<file path="src/rtl/store_narrow_pkg.sv">
// Shared definitions for the store narrowing path.
// Contents: FSM state encoding, request size encodings, memory port width,
// high-beat address offset, and an alignment helper.
package store_narrow_pkg;

    typedef enum logic [1:0] {
        IDLE  = 2'd0,
        WR_LO = 2'd1,
        WR_HI = 2'd2,
        FIN   = 2'd3
    } state_e;

    localparam logic SIZE_HALF = 1'b0;
    localparam logic SIZE_WORD = 1'b1;

    localparam int MEM_W          = 16;
    localparam int HI_BEAT_OFFSET = 2;

    // Half stores need a 2-byte boundary, word stores need a 4-byte boundary.
    function automatic logic is_misaligned(input logic [1:0] addr_lsb,
                                           input logic       size);
        return addr_lsb[0] | ((size == SIZE_WORD) & addr_lsb[1]);
    endfunction

endpackage

</file>
<file path="src/rtl/sign_fit_check.sv">
// Combinational check: does a 32-bit value survive a round trip through
// 16-bit storage followed by the load path's 16->32 sign extension?
// Ports:
//   data_i   - 32-bit register value
//   fits16_o - 1 when data_i[31:16] is a copy of data_i[15]
// Instantiated by store_narrow_unit only when TRUNC_CHECK_EN is defined.
module sign_fit_check
    import store_narrow_pkg::*;
(
    input  logic [2*MEM_W-1:0] data_i,
    output logic               fits16_o
);

    assign fits16_o = (data_i[2*MEM_W-1:MEM_W] == {MEM_W{data_i[MEM_W-1]}});

endmodule

</file>
<file path="src/rtl/store_narrow_unit.sv">
// Store narrowing unit: writes a 32-bit register value to a 16-bit data
// memory. Half stores issue one beat, word stores two little-endian beats
// (low half at addr, high half at addr+2), each held until mem_ack.
// Misaligned requests write nothing and finish with err.
// Ports:
//   clk, rst                  - clock, synchronous active-high reset
//   req_valid/req_ready       - request handshake (ready only in IDLE)
//   req_addr/req_data/req_size- byte address, store value, 0=half 1=word
//   mem_we/mem_addr/mem_wdata - memory write beat, held until mem_ack
//   mem_ack                   - memory accepted the current beat
//   done, err                 - one-cycle completion pulse, misalignment flag
//   trunc_err                 - (TRUNC_CHECK_EN only) half store value was
//                               not representable as sign-extended 16 bits
// Optional feature macro: TRUNC_CHECK_EN.
// All outputs are registers; nothing combinational reaches them from inputs.
module store_narrow_unit
    import store_narrow_pkg::*;
#(
    parameter int ADDR_W = 32,
    parameter int DATA_W = 32,
    parameter int MEM_W  = 16
) (
    input  logic              clk,
    input  logic              rst,
    input  logic              req_valid,
    output logic              req_ready,
    input  logic [ADDR_W-1:0] req_addr,
    input  logic [DATA_W-1:0] req_data,
    input  logic              req_size,
    output logic              mem_we,
    output logic [ADDR_W-1:0] mem_addr,
    output logic [MEM_W-1:0]  mem_wdata,
    input  logic              mem_ack,
`ifdef TRUNC_CHECK_EN
    output logic              trunc_err,
`endif
    output logic              done,
    output logic              err
);

    state_e             state_q;
    logic [ADDR_W-1:0]  addr_q;
    logic [DATA_W-1:0]  data_q;
    logic               size_q;
    logic               err_flag_q;
    logic               req_ready_q;
    logic               mem_we_q;
    logic [ADDR_W-1:0]  mem_addr_q;
    logic [MEM_W-1:0]   mem_wdata_q;
    logic               done_q;

`ifdef TRUNC_CHECK_EN
    logic fits16;
    logic trunc_err_q;

    sign_fit_check u_sign_fit_check (
        .data_i   (data_q),
        .fits16_o (fits16)
    );

    assign trunc_err = trunc_err_q;
`endif

    // Outputs are registered for the state being entered, so each one is
    // already valid in the first cycle of its state.
    always_ff @(posedge clk) begin
        if (rst) begin
            state_q     <= IDLE;
            addr_q      <= '0;
            data_q      <= '0;
            size_q      <= SIZE_HALF;
            err_flag_q  <= 1'b0;
            req_ready_q <= 1'b1;
            mem_we_q    <= 1'b0;
            mem_addr_q  <= '0;
            mem_wdata_q <= '0;
            done_q      <= 1'b0;
`ifdef TRUNC_CHECK_EN
            trunc_err_q <= 1'b0;
`endif
        end else begin
            case (state_q)
                IDLE: begin
                    if (req_valid) begin
                        addr_q      <= req_addr;
                        data_q      <= req_data;
                        size_q      <= req_size;
                        req_ready_q <= 1'b0;
                        if (is_misaligned(req_addr[1:0], req_size)) begin
                            state_q    <= FIN;
                            err_flag_q <= 1'b1;
                            done_q     <= 1'b1;
                        end else begin
                            state_q     <= WR_LO;
                            mem_we_q    <= 1'b1;
                            mem_addr_q  <= req_addr;
                            mem_wdata_q <= req_data[MEM_W-1:0];
                        end
                    end
                end

                WR_LO: begin
                    if (mem_ack) begin
                        if (size_q == SIZE_WORD) begin
                            state_q     <= WR_HI;
                            // Address wrap-around at the top of the space is intended.
                            mem_addr_q  <= addr_q + ADDR_W'(HI_BEAT_OFFSET);
                            mem_wdata_q <= data_q[DATA_W-1:MEM_W];
                        end else begin
                            state_q     <= FIN;
                            mem_we_q    <= 1'b0;
                            mem_addr_q  <= '0;
                            mem_wdata_q <= '0;
                            done_q      <= 1'b1;
`ifdef TRUNC_CHECK_EN
                            trunc_err_q <= ~fits16;
`endif
                        end
                    end
                end

                WR_HI: begin
                    if (mem_ack) begin
                        state_q     <= FIN;
                        mem_we_q    <= 1'b0;
                        mem_addr_q  <= '0;
                        mem_wdata_q <= '0;
                        done_q      <= 1'b1;
                    end
                end

                FIN: begin
                    state_q     <= IDLE;
                    err_flag_q  <= 1'b0;
                    done_q      <= 1'b0;
                    req_ready_q <= 1'b1;
`ifdef TRUNC_CHECK_EN
                    trunc_err_q <= 1'b0;
`endif
                end

                default: begin
                    state_q     <= IDLE;
                    err_flag_q  <= 1'b0;
                    done_q      <= 1'b0;
                    mem_we_q    <= 1'b0;
                    req_ready_q <= 1'b1;
                end
            endcase
        end
    end

    assign req_ready = req_ready_q;
    assign mem_we    = mem_we_q;
    assign mem_addr  = mem_addr_q;
    assign mem_wdata = mem_wdata_q;
    assign done      = done_q;
    assign err       = err_flag_q;

endmodule

</file>
<file path="config.mk">
export PLATFORM = sky130hd
export DESIGN_NAME = store_narrow_unit
export DESIGN_NICKNAME = d
export VERILOG_FILES = /design/src/rtl/store_narrow_pkg.sv /design/src/rtl/sign_fit_check.sv /design/src/rtl/store_narrow_unit.sv
export SDC_FILE = /design/constraint.sdc
export NUM_CORES = 1
export LEC_CHECK = 0
export ABC_AREA = 1
export BUFFER_PORTS_ARGS = -buffer_cell sky130_fd_sc_hd__clkbuf_2
export CAP_MARGIN = 0
export CORE_MARGIN = 4
export CORE_UTILIZATION = 50
export CTS_BUF_LIST = sky130_fd_sc_hd__clkbuf_8
export DETAILED_ROUTE_END_ITERATION = 8
export GPL_TIMING_DRIVEN = 0
export PLACE_DENSITY = 0.78
export SLEW_MARGIN = 0
export SYNTH_ARGS = -nofsm -noshare
export SYNTH_HDL_FRONTEND = slang
export SYNTH_HIERARCHICAL = 1
export SYNTH_SLANG_ARGS = --single-unit
</file>
<file path="constraint.sdc">
create_clock -name clk -period 1.6 [get_ports clk]
set_input_delay 0.16 -clock clk [delete_from_list [all_inputs] [get_ports clk]]
set_output_delay 0.16 -clock clk [all_outputs]
set_load 0.05 [all_outputs]
</file>
# Word-level counts from Yosys, hierarchy flattened
# Index checks and enable logic that the tools add are counted.
# totals
register_bits,119
in_bits,69
out_inout_bits,52
wordCells,65
# classes
addsub,1
n_eq_ne,9
muxes,33
n_bitwise,2
reduce_logical,10
# op_table
cell,n
$mux W32,5
$pmux W32 S3,1
$mux W16,5
$pmux W16 S3,1
$add A32 B2 Y32 const B,1
$mux W1,12
$ne A2 B2 Y1 const B,6
$reduce_and A5 Y1,2
$mux W2,4
$pmux W2 S4,1
$reduce_and A3 Y1,2
$reduce_and A6 Y1,1
$eq A2 B2 Y1 const B,2
$pmux W1 S2,2
$pmux W1 S4,1
$reduce_and A2 Y1,2
$pmux W1 S3,1
$reduce_bool A3 Y1,1
$eq A2 B1 Y1 const B,1
$logic_not A2 Y1,1
$reduce_bool A2 Y1,1
$and A1 B1 Y1,1
$or A1 B1 Y1,1

# Logic depth before layout (Yosys ltp)
# logic_depth
ltp_word,5
depth_mapped,11
mapped_depth_nobuf,10

# Least setup slack after synthesis
# Ideal clock, no wire load.
# synth_timing
path_type,reg-to-reg
from,reg state_q[0]
to,"reg mem_addr_q[25], in the netlist mem_addr[25]"
setup_ns,0.120
t_arrival_ns,1.533
t_required_ns,1.480
path_slack_ns,-0.053
stages_incl_launch_ff,10
n_path_buf,2
period_less_slack_ns,1.653
cell_sequence,dfxtp_1 > inv_1 > ha_1 > inv_2 > o21ai_0 > nand2_2 > buf_6 > buf_4 > a21oi_1 > a21oi_1
# synth_between
elab_chain_cells,3
word_cells_on_any_way,10
classes_between,eq/ne: 6; mux: 1; reduce/logical: 3
# synth_lines
element,line,text
from (decl),store_narrow_unit.sv:41,state_e state_q;
from (signal assigned),store_narrow_unit.sv:68,state_q <= IDLE;
from (signal assigned),store_narrow_unit.sv:90,state_q <= FIN;
from (signal assigned),store_narrow_unit.sv:94,state_q <= WR_LO;
$eq A2 B1 Y1 (tied with other cells),store_narrow_unit.sv:82,case (state_q)
$ne A2 B2 Y1 (no source line) or $reduce_bool A3 Y1 (tied branches),-,
$reduce_and A5 Y1 (no source line),-,
to (signal assigned),store_narrow_unit.sv:96,mem_addr_q <= req_addr;
to (signal assigned),store_narrow_unit.sv:107,mem_addr_q <= addr_q + ADDR_W'(HI_BEAT_OFFSET);
to (decl),store_narrow_unit.sv:48,logic [ADDR_W-1:0] mem_addr_q;
# Several ways; a longest one is shown, not always the timed one.
# A chain may end at the register's enable or synchronous reset.

# Worst setup path after layout
# layout_timing
from,reg state_q[0]
to,"reg mem_addr_q[9], in the netlist mem_addr[9]"
# Same word-level chain as after synthesis.

==> reports/metrics.cfg <==
[final_layout]
finish.instance_area_mm2 = 0.00652
syn_to_final_growth_pct = 31.2
multiInputGateArea_mm2 = 0.00278
fin_cells = 984
drive_gt1_share_pct = 31.5
utilization_pct = 67.0
nets = 921
fillers = 862
antennaDiodeCount = 0
register_area_mm2 = 0.00208

[setup_path]
crit_cells = 9
crit_top_cell = inv_6
crit_type = reg -> reg
endpoint_kind = register
crit_buf_inv = 4
crit_arrival_ns = 1.91
path_cells = inv_6 > ha_4 > inv_6 > o21ai_4 > nand2_4 > buf_8 > clkbuf_16 > a21oi_4 > a21oi_1
cp_top_family = buffers and inverters
critPathLaunchType = register
cp_slowest_cell = dfxtp_4
critPathMaxFanout = 7
ff2ff_path_depth = 9
critical_path_required_ns = 1.88
cpPeakStageDelay_ns = 0.40

[global_route]
antenna_found_initial = 0
grt_start_max_net_pins = 18
grt-ovfl-total = 0
track_usage_pct = 29.1
grt_pass1_vias = 5385
grt_pass1_wl_um = 26500

[routing]
drt_wl_total_um = 17200
vias = 5550
wl_per_cell_um = 17.5
detail-route-antenna-nets = 0
drt-initial-drc-count = 517
via_per_inst = 5.64
drt_first_pass_iters = 5
drc_errors = 0

[timing]
slew_headroom_pct = 59.5
skew_ns = 0.0176
rsz0062_at_grt = true
min_period_ns = 1.63
tightest_slew_ns = 0.608
setup_viol = 12
hold_viol_final = 0
finalSetupTns_ns = -0.101
maxSlewViolCount = 0
holdWs_ns = 0.00896
finalCritPeriodShare_pct = 102
clock.fmax_ghz = 0.612
worst_slack_ns = -0.0345

[pwr]
combPwrFrac_pct = 55.8
p_sw_mw = 7.21
internal-power_mw = 6.74
leakagePower_nw = 2.66
pwr-share-clk_pct = 12.4
pwr-share-seq_pct = 31.8
ir_drop_mv = 1.51
swShare_pct = 51.7
powerDensity_mw_per_mm2 = 2140
p_total_mw = 14.0

[floorplan]
die_w_um = 108
die_y_um = 108
dieArea_mm2 = 0.0116
core_mm2 = 0.00973
placementRows = 36
start_util_pct = 51.1
io_pins = 121

[placement]
postPlaceCellArea_mm2 = 0.00574
dpl.hpwl_um = 12400
place_inst = 952
dp_slack_ns = -0.520
portBuffers = 120
place.gp.congestion = 0.929

[run_status]
status = finished, violations left
violations = negative setup slack

[yosys]
synthCells = 699
syn_area_mm2 = 0.00497
synth-main-ff-cell = dfxtp_1
ys_seq_elements = 103
synth_top_area_cell = dfxtp_1
syn_area_per_cell_um2 = 7.11
yosysSeqAreaShare_pct = 41.5
postSynth.asyncResetShare_pct = 0
synthDistinctLibCells = 36
synth_nets = 774
synth_enable_flop_cells = 0
synth.area.top_cells = dfxtp_1, a21oi_1, nor2_1
ys.warnings.count = 6
synth_top_area_share_pct = 41.5

[cts]
clk_pin_slew_ns = 0.11
postCtsHoldBufs = 0
htree_levels = 3
cts_buffer_depth = 2
cts_tree = yes
cts_buffers = 9
numClockSinks = 103
clk_latency_ns = 0.39
clock-root-buffer = clkbuf_8

[min_path]
hold_path_depth = 3
min_path_type = in -> reg

[job]
drv_cap = 0

==> path summary, 6_finish.rpt <==
check | from | end | slack (ns)
max | state_q[0]$_SDFFE_PP0P_ | mem_addr[9]$_SDFFE_PP0P_ | -0.03
min | req_data[28] | data_q[28]$_SDFFE_PP0P_ | 0.009
max reg2reg | state_q[0]$_SDFFE_PP0P_ | mem_addr[9]$_SDFFE_PP0P_ | -0.03
min reg2reg | done$_SDFFE_PP0P_ | done$_SDFFE_PP0P_ | 0.47
==> synthesized netlist by cell type (2+ instances only) <==
cell type    n
buf_1        3
buf_2        7
buf_4        6
nor2_1     113
ha_1         6
clkbuf_1    21
xnor2_1      4
nor3_1       2
nor2_2       4
a21oi_2     10
a31oi_1      7
nand3_1     36
o21bai_1     3
nand2_1    105
nand2_2      4
buf_6        2
inv_2        7
a21oi_1     85
nor2_4       5
o21ai_1     39
inv_1       32
dfxtp_1    103
a22oi_1     12
nand3_2      2
o21ai_0     70
==> registers in the layout, indices dropped and copies added (netlist names) <==
| name | count |
|---|---|
| size_q | 1 |
| err | 1 |
| done | 1 |
| req_ready | 1 |
| mem_we | 1 |
| data_q | 16 |
| mem_addr | 32 |
| mem_wdata | 16 |
| state_q | 2 |
| addr_q | 32 |
==> routing by layer <==
metal  track usage (%)  part of all wire, %  up-vias
met4              12.4                  3.3        0
met3              7.20                  7.7       42
met5                 0                    0        -
met1              34.6                   39     2619
li1                  -                    -     2646
met2              49.8                   50      243
==> cell families (layout without fill, tap and decap cells) <==
| kind of cell | count (synthesis) | in the layout | synth area share, % |
|---|---|---|---|
| buf+inv | 79 | 231 | 6.90 |
| xor+xnor | 6 | 6 | 1.21 |
| flops | 103 | 103 | 41.5 |
| simple gates | 275 | 275 | 23.7 |
| compound gates | 230 | 230 | 25.2 |
| fa+ha+maj | 6 | 6 | 1.51 |
==> what timing repair did <==
item                       CTS  global route
resized for setup           51            90
cloned                       0             3
hold endpoints to repair     0             0
setup buffers                7             6
pin swaps                    4            20
setup endpoints to repair  100            85
==> final cells by class <==
cell class	instances	area share, %
timing repair buffer	136	12.2
clock inverter	7	1.09
inverter	40	2.57
sequential	103	31.9
multi-input combinational	517	42.7
clock buffer	9	1.90
buffer	39	5.07
tap	133	2.55
==> power groups by stage <==
stage	clock network (mW)	registers (mW)	logic [mW]
after global placement	0	4.35	6.48
final	1.72	4.44	7.79
after global routing	1.82	4.56	8.30
after detailed placement	0	4.40	6.60
after floorplan	0	6.61	2.62
after CTS	1.72	4.36	7.01
==> tightest hold or removal path, cell delays in order <==
cell and delay, ns:
clkbuf_2 0.07, o21ai_1 0.07, nor2_1 0.07
==> layout by cell type, fill, tap and decap left out, types with 7 or more instances in the layout <==
cell type	instances
inv_1	31
clkbuf_2	128
a31oi_1	7
nor2_4	8
a22oi_1	12
a21oi_2	27
nor2_1	104
inv_2	8
o21ai_0	57
clkbuf_8	10
buf_4	13
dfxtp_1	94
clkbuf_1	7
nand3_1	34
a21oi_1	66
nor2_2	10
o21ai_1	49
nand2_1	103
dfxtp_2	7
No activity file was read; power rests on OpenSTA's default activity.
